`config.mk`:
```
export PLATFORM = sky130hd
export DESIGN_NAME = tiled_dot_product_unit
export DESIGN_NICKNAME = d
export VERILOG_FILES = /design/src/rtl/tpu_pkg.sv /design/src/rtl/fp16_adder_tree.sv /design/src/rtl/tiled_dot_product_unit.sv
export SDC_FILE = /design/constraint.sdc
export NUM_CORES = 2
export LEC_CHECK = 0
export CAP_MARGIN = 20
export CORE_MARGIN = 5
export CORE_UTILIZATION = 29
export CTS_CLUSTER_DIAMETER = 30
export DETAILED_ROUTE_END_ITERATION = 6
export PLACE_DENSITY = 0.44
export SYNTH_ARGS = -nofsm -noshare
export SYNTH_HDL_FRONTEND = slang
export SYNTH_SLANG_ARGS = --single-unit
```
`constraint.sdc`:
```
create_clock -name clk -period 52.7 [get_ports clk]
set_input_delay 10.54 -clock clk [delete_from_list [all_inputs] [get_ports clk]]
set_output_delay 10.54 -clock clk [all_outputs]
set_load 0.1 [all_outputs]
```
`src/rtl/tpu_pkg.sv`:
```
// Shared FP16 types, constants and arithmetic for the tiled dot-product unit.
// Arithmetic is round-to-nearest-even with subnormals flushed to zero.
package tpu_pkg;

  typedef logic [15:0] fp16_t;

  localparam fp16_t FP16_CANON_NAN = 16'h7E00;
  localparam fp16_t FP16_ZERO      = 16'h0000;
  localparam fp16_t FP16_ONE       = 16'h3C00;

  typedef enum logic {
    ACT_NONE,
    ACT_RELU
  } act_mode_e;

  typedef enum logic [2:0] {
    S_IDLE,
    S_ACCUM,
    S_DRAIN,
    S_FINISH,
    S_OUT
  } state_e;

  function automatic fp16_t fp16_pack(
    input logic        s,
    input int          e,
    input logic [10:0] m,
    input logic        g,
    input logic        st
  );
    logic [11:0] r;
    int          ee;
    r  = {1'b0, m} + {11'd0, g & (st | m[0])};
    ee = e;
    if (r[11]) begin
      r  = r >> 1;
      ee = ee + 1;
    end
    if (ee >= 31) return {s, 5'h1f, 10'h000};
    if (ee <= 0) return {s, 15'h0000};
    return {s, ee[4:0], r[9:0]};
  endfunction

  function automatic fp16_t fp16_mul(input fp16_t a, input fp16_t b);
    logic        s, an, bn, ai, bi, az, bz;
    logic [21:0] p;
    int          e;
    s  = a[15] ^ b[15];
    an = (a[14:10] == 5'h1f) && (a[9:0] != 10'h0);
    bn = (b[14:10] == 5'h1f) && (b[9:0] != 10'h0);
    ai = (a[14:10] == 5'h1f) && (a[9:0] == 10'h0);
    bi = (b[14:10] == 5'h1f) && (b[9:0] == 10'h0);
    az = (a[14:10] == 5'h00);
    bz = (b[14:10] == 5'h00);
    if (an | bn) return FP16_CANON_NAN;
    if (ai | bi) return (az | bz) ? FP16_CANON_NAN : {s, 5'h1f, 10'h000};
    if (az | bz) return {s, 15'h0000};
    p = 22'({1'b1, a[9:0]}) * 22'({1'b1, b[9:0]});
    e = int'(a[14:10]) + int'(b[14:10]) - 15;
    if (p[21]) return fp16_pack(s, e + 1, p[21:11], p[10], |p[9:0]);
    return fp16_pack(s, e, p[20:10], p[9], |p[8:0]);
  endfunction

  function automatic fp16_t fp16_add(input fp16_t a, input fp16_t b);
    logic        an, bn, ai, bi, az, bz;
    fp16_t       x, y;
    logic [25:0] mx, my, lost, sum;
    int          d, p;
    an = (a[14:10] == 5'h1f) && (a[9:0] != 10'h0);
    bn = (b[14:10] == 5'h1f) && (b[9:0] != 10'h0);
    ai = (a[14:10] == 5'h1f) && (a[9:0] == 10'h0);
    bi = (b[14:10] == 5'h1f) && (b[9:0] == 10'h0);
    az = (a[14:10] == 5'h00);
    bz = (b[14:10] == 5'h00);
    if (an | bn) return FP16_CANON_NAN;
    if (ai & bi) return (a[15] != b[15]) ? FP16_CANON_NAN : a;
    if (ai) return a;
    if (bi) return b;
    if (az & bz) return {a[15] & b[15], 15'h0000};
    if (az) return b;
    if (bz) return a;
    if (a[14:0] >= b[14:0]) begin
      x = a;
      y = b;
    end else begin
      x = b;
      y = a;
    end
    d  = int'(x[14:10]) - int'(y[14:10]);
    // hidden bit at [24], 14 guard/sticky bits below the mantissa
    mx = {2'b01, x[9:0], 14'h0};
    my = {2'b01, y[9:0], 14'h0};
    if (d > 25) begin
      my = 26'd1;
    end else begin
      lost = my & ((26'd1 << d) - 26'd1);
      my   = (my >> d) | {25'd0, |lost};
    end
    sum = (x[15] ^ y[15]) ? mx - my : mx + my;
    if (sum == 26'd0) return FP16_ZERO;
    p = 0;
    for (int i = 0; i < 26; i++) if (sum[i]) p = i;
    sum = sum << (25 - p);
    return fp16_pack(x[15], int'(x[14:10]) + p - 24,
                     sum[25:15], sum[14], |sum[13:0]);
  endfunction

  function automatic fp16_t fp16_act(input fp16_t x, input act_mode_e m);
    if ((m == ACT_RELU) && x[15]) return FP16_ZERO;
    return x;
  endfunction

endpackage

```
`src/rtl/fp16_adder_tree.sv`:
```
// Combinational balanced FP16 reduction; lanes 2k and 2k+1 pair first.
// Fixed pairing keeps results bit-deterministic.
module fp16_adder_tree
  import tpu_pkg::*;
#(
  parameter int NUM_LANES = 4
) (
  input  fp16_t [NUM_LANES-1:0] prod_i,
  output fp16_t                 sum_o
);

  always_comb begin : p_reduce
    fp16_t t [NUM_LANES];
    for (int k = 0; k < NUM_LANES; k++) t[k] = prod_i[k];
    for (int w = NUM_LANES / 2; w > 0; w = w / 2) begin
      for (int k = 0; k < w; k++) t[k] = fp16_add(t[2*k], t[2*k+1]);
    end
    sum_o = t[0];
  end

endmodule

```
`src/rtl/tiled_dot_product_unit.sv`:
```
// Tiled FP16 dot-product engine: lane multiply, tree reduce, accumulate,
// bias, optional ReLU, single result over valid/ready.
module tiled_dot_product_unit
  import tpu_pkg::*;
#(
  parameter int WIDTH     = 16,
  parameter int NUM_LANES = 4,
  parameter int MAX_TILES = 64
) (
  input  logic                              clk,
  input  logic                              reset,
  input  logic                              start,
  input  logic [WIDTH-1:0]                  bias,
  input  logic                              relu_en,
  output logic                              busy,
  input  logic                              in_valid,
  output logic                              in_ready,
  input  logic                              in_last,
  input  logic [NUM_LANES-1:0]              lane_mask,
  input  logic [NUM_LANES-1:0][WIDTH-1:0]   a_in,
  input  logic [NUM_LANES-1:0][WIDTH-1:0]   b_in,
  output logic                              out_valid,
  input  logic                              out_ready,
  output logic [WIDTH-1:0]                  out_data,
  output logic                              out_ovf,
  output logic [$clog2(MAX_TILES):0]        tile_count
);

  localparam int CW = $clog2(MAX_TILES) + 1;

  if (WIDTH != 16) begin : g_bad_width
    $error("tiled_dot_product_unit: WIDTH must be 16");
  end
  if ((NUM_LANES < 2) || ((NUM_LANES & (NUM_LANES - 1)) != 0)) begin : g_bad_lanes
    $error("tiled_dot_product_unit: NUM_LANES must be a power of 2 >= 2");
  end

  state_e                state_q, state_d;
  fp16_t [NUM_LANES-1:0] prod_q, prod_d;
  logic                  pv_q, pv_d;
  fp16_t                 acc_q, acc_d;
  fp16_t                 bias_q, bias_d;
  fp16_t                 out_q, out_d;
  act_mode_e             act_q, act_d;
  logic [CW-1:0]         cnt_q, cnt_d;
  logic                  ovf_q, ovf_d;
  fp16_t                 tree_sum;
  logic                  tile_fire, start_fire;

  assign in_ready   = (state_q == S_ACCUM);
  assign out_valid  = (state_q == S_OUT);
  assign busy       = (state_q != S_IDLE);
  assign out_data   = out_q;
  assign out_ovf    = ovf_q;
  assign tile_count = cnt_q;
  assign tile_fire  = in_valid & in_ready;
  // back-to-back jobs: start may ride on the output handshake
  assign start_fire = start & ((state_q == S_IDLE) |
                               ((state_q == S_OUT) & out_ready));

  fp16_adder_tree #(
    .NUM_LANES(NUM_LANES)
  ) u_tree (
    .prod_i(prod_q),
    .sum_o (tree_sum)
  );

  always_comb begin
    state_d = state_q;
    unique case (state_q)
      S_IDLE:   if (start_fire) state_d = S_ACCUM;
      S_ACCUM:  if (tile_fire & in_last) state_d = S_DRAIN;
      S_DRAIN:  state_d = S_FINISH;
      S_FINISH: state_d = S_OUT;
      S_OUT: begin
        if (out_ready) state_d = start_fire ? S_ACCUM : S_IDLE;
      end
      default:  state_d = S_IDLE;
    endcase
  end

  always_comb begin
    prod_d = prod_q;
    pv_d   = tile_fire;
    acc_d  = acc_q;
    bias_d = bias_q;
    act_d  = act_q;
    out_d  = out_q;
    cnt_d  = cnt_q;
    ovf_d  = ovf_q;
    if (tile_fire) begin
      for (int k = 0; k < NUM_LANES; k++) begin
        prod_d[k] = lane_mask[k] ? fp16_mul(a_in[k], b_in[k]) : FP16_ZERO;
      end
      if (cnt_q == CW'(MAX_TILES)) ovf_d = 1'b1;
      else cnt_d = cnt_q + CW'(1);
    end
    if (pv_q) acc_d = fp16_add(acc_q, tree_sum);
    if (state_q == S_FINISH) out_d = fp16_act(fp16_add(acc_q, bias_q), act_q);
    if (start_fire) begin
      acc_d  = FP16_ZERO;
      bias_d = bias;
      act_d  = relu_en ? ACT_RELU : ACT_NONE;
      cnt_d  = '0;
      ovf_d  = 1'b0;
    end
  end

  always_ff @(posedge clk) begin
    if (reset) begin
      state_q <= S_IDLE;
      prod_q  <= '0;
      pv_q    <= 1'b0;
      acc_q   <= FP16_ZERO;
      bias_q  <= FP16_ZERO;
      act_q   <= ACT_NONE;
      out_q   <= FP16_ZERO;
      cnt_q   <= '0;
      ovf_q   <= 1'b0;
    end else begin
      state_q <= state_d;
      prod_q  <= prod_d;
      pv_q    <= pv_d;
      acc_q   <= acc_d;
      bias_q  <= bias_d;
      act_q   <= act_d;
      out_q   <= out_d;
      cnt_q   <= cnt_d;
      ovf_q   <= ovf_d;
    end
  end

endmodule

```
==> results.md <==
- Run status: finished clean
- CTS tree: yes
- Initial Utilization: 0.291
- P&R area growth vs syn: 7.99%
- Setup tns final: 0 ns
- Fin crit period: 43.50 ns
- Post-route clock skew: 0.0146 ns
- Cell mode on critical path: nor2_1
- Routed Antenna Nets: 0
- Vias in the first global route: 67400
- Syn Nets: 10300
- Initial drt markers: 6303
- Post-Syn Area: 0.0645 mm^2
- Nets: between 10000 and 15000
- First-pass GRT wire length: 407 mm
- Cell count after synthesis: 9227
- Placed Area: 0.0690 mm^2
- Die Span X: roughly 480 um
- Vias: 70400
- Register area: 0.00250 mm^2
- Postcts setup bufs: 0
- Vias per cell: 5.85
- Resize count post-CTS: 0
- Worst skew pair latency: ~0.54 ns
- Reg2Reg Launch Point: prod_q[26]$_SDFFE_PP0P_
- Top FF cell, synth: dfxtp_1
- I/O pin total: 182
- Initial antenna violation count: 3
- Worst min path class: reg2reg
- Total gr overflow: 0
- Most frequent cells in the layout: nand2_1 (1011), nor2_1 (816), a21oi_1 (646), inv_1 (638), ha_1 (593)
- Cts hold-fix bufs: 0
- Syn avg cell area: between 6 and 7 um^2
- Fmax: 23.0 MHz
- # port buffers: 181
- Largest net degree at the start of global routing: 67
- Crit. Startpoint: prod_q[26]$_SDFFE_PP0P_
- Clock transition at the registers of the reported paths: 0.07 ns
- Layout fillers: roughly 24000
- Most common cell after layout, fill and taps aside: nand2_1
- CTS Root Cell: clkbuf_16
- GP Congestion: 0.935
- Row cnt: 173
- Post-synth EDFFs: 0
- WP data arrival: 43.89 ns
- Share of cells above drive strength 1: 0.0523
- Critical Setup Path Class: reg2reg
- Drt first pass iters: 7
- Slew Limit Fails: 0
- # DRC: 0
- Drt total wl: 264 mm
- Footprint of the multi-input gates: approximately 0.058 mm^2
- Slowest CP cell: o21ai_1
- Endpoints failing hold: 0
- Crit path capture type: flip-flop
- Total of warnings raised by yosys: 0
- Final Cycle Share: 0.825
- Setup violations, final: 0
- Std-Cell Core Area: about 0.22 mm^2
- H-Tree Depth: 4
- Distinct cells, synth: 146
- Yosys reg bits: 125
- DR WL/cell: 21.9 um
- Max-cap violations: 0
- Total CTS buffers: 17
- # clock sinks: ~130
- Die area: 0.232 mm^2
- Die Ht: 482 um
- RSZ-0062 raised after global routing: no
- Async S/R FF share, synth: 0
- Maximum buffer depth of the clock tree: 2
- Max-slew headroom: 0.114
- GRT Total Usage: 0.218
- Crit path launch type: flip-flop
- Design Area, Final: 0.0697 mm^2
- Slowest stage delay, CP: 0.76 ns
- Worst path required time: 53.09 ns
- Final core occ: 0.314
- Hold_sp: out_data[14]$_SDFFE_PP0P_
- Dpl hpwl: 215 mm
- Max FO, Critical Path: 39
- Worst slew pin tran: 1.31 ns
- Share of the yosys chip area belonging to registers: 0.0388
-- per-layer routing --
metal  GRT usage  vias to the layer above  wire (um)
li1            -                    33400          -
met1       0.298                    34200     120000
met2       0.360                     2400     121000
met3      0.0201                      425      12800
met4      0.0702                        4       9500
met5           0                        -         16
-- layout make-up --
type	instances	area share
sequential	125	0.0359
inverter	653	0.0353
antenna	1	0.0000359
timing repair buffer	305	0.0397
clock inverter	15	0.00239
multi-input combinational	7941	0.827
tap	2975	0.0534
clock buffer	17	0.00611
-- critical path, delay by kind of cell, from the launching register on --
family / cells / cell delay (ns)
and+or+nand+nor: 56 / 14.37
DFF: 1 / 0.40
muxes: 3 / 1.15
xor gates and xnor gates: 1 / 0.68
AOI/OAI and AO/OA: 74 / 18.98
adders and majority gates: 12 / 4.00
buffers and inverters: 15 / 3.65
-- cell usage after synthesis (209+ instances only) --
library cell | instances | area [um^2]
nand3_1 | 305 | 1530
mux2i_1 | 209 | 2090
o21ai_0 | 470 | 2350
nor2_1 | 819 | 3070
ha_1 | 593 | 7420
clkbuf_1 | 390 | 1460
xnor2_1 | 242 | 2120
and2_1 | 342 | 2140
nand2_1 | 1012 | 3800
inv_1 | 638 | 2390
a21oi_1 | 648 | 3240
fa_1 | 339 | 6790
nor3_1 | 265 | 1330
-- worst paths after layout --
path              cells after the start  slack, ns                   endpoint
setup / recovery                    161       9.20      acc_q[5]$_SDFFE_PP0P_
hold / removal                        2       0.46  out_data[14]$_SDFFE_PP0P_
setup reg to reg                    161       9.20      acc_q[5]$_SDFFE_PP0P_
hold reg to reg                       2       0.46  out_data[14]$_SDFFE_PP0P_
-- sequential cells by signal, indices dropped and copies added, names as in the netlist --
signal      count
out_ovf         1
state_q         3
prod_q         64
pv_q            1
act_q           1
tile_count      7
out_data       16
bias_q         16
acc_q          16
-- metrics by stage --
stage | hold slack, ns | worst slack (ns) | instances
2_1_floorplan | 0.436 | 17.57 | 9227
3_3_place_gp | 0.451 | 10.58 | 12000
3_5_place_dp | 0.450 | 10.12 | 12000
4_1_cts | 0.460 | 9.99 | 12000
5_1_grt | 0.479 | 5.53 | 12000
6_report | 0.456 | 9.20 | 12000
-- logic make-up after synthesis --
| logic type | count (synthesis) | share of synthesized area |
|---|---|---|
| AOI/OAI and AO/OA | 2744 | 0.293 |
| xor gates and xnor gates | 378 | 0.0514 |
| adders and majority gates | 932 | 0.220 |
| buffers and inverters | 1161 | 0.0702 |
| DFF | 125 | 0.0388 |
| muxes | 296 | 0.0512 |
| and+or+nand+nor | 3591 | 0.275 |
Power is left out: the tool's default activity adds up to more than one toggle a clock period on the data nets, which glitch-free logic cannot reach.
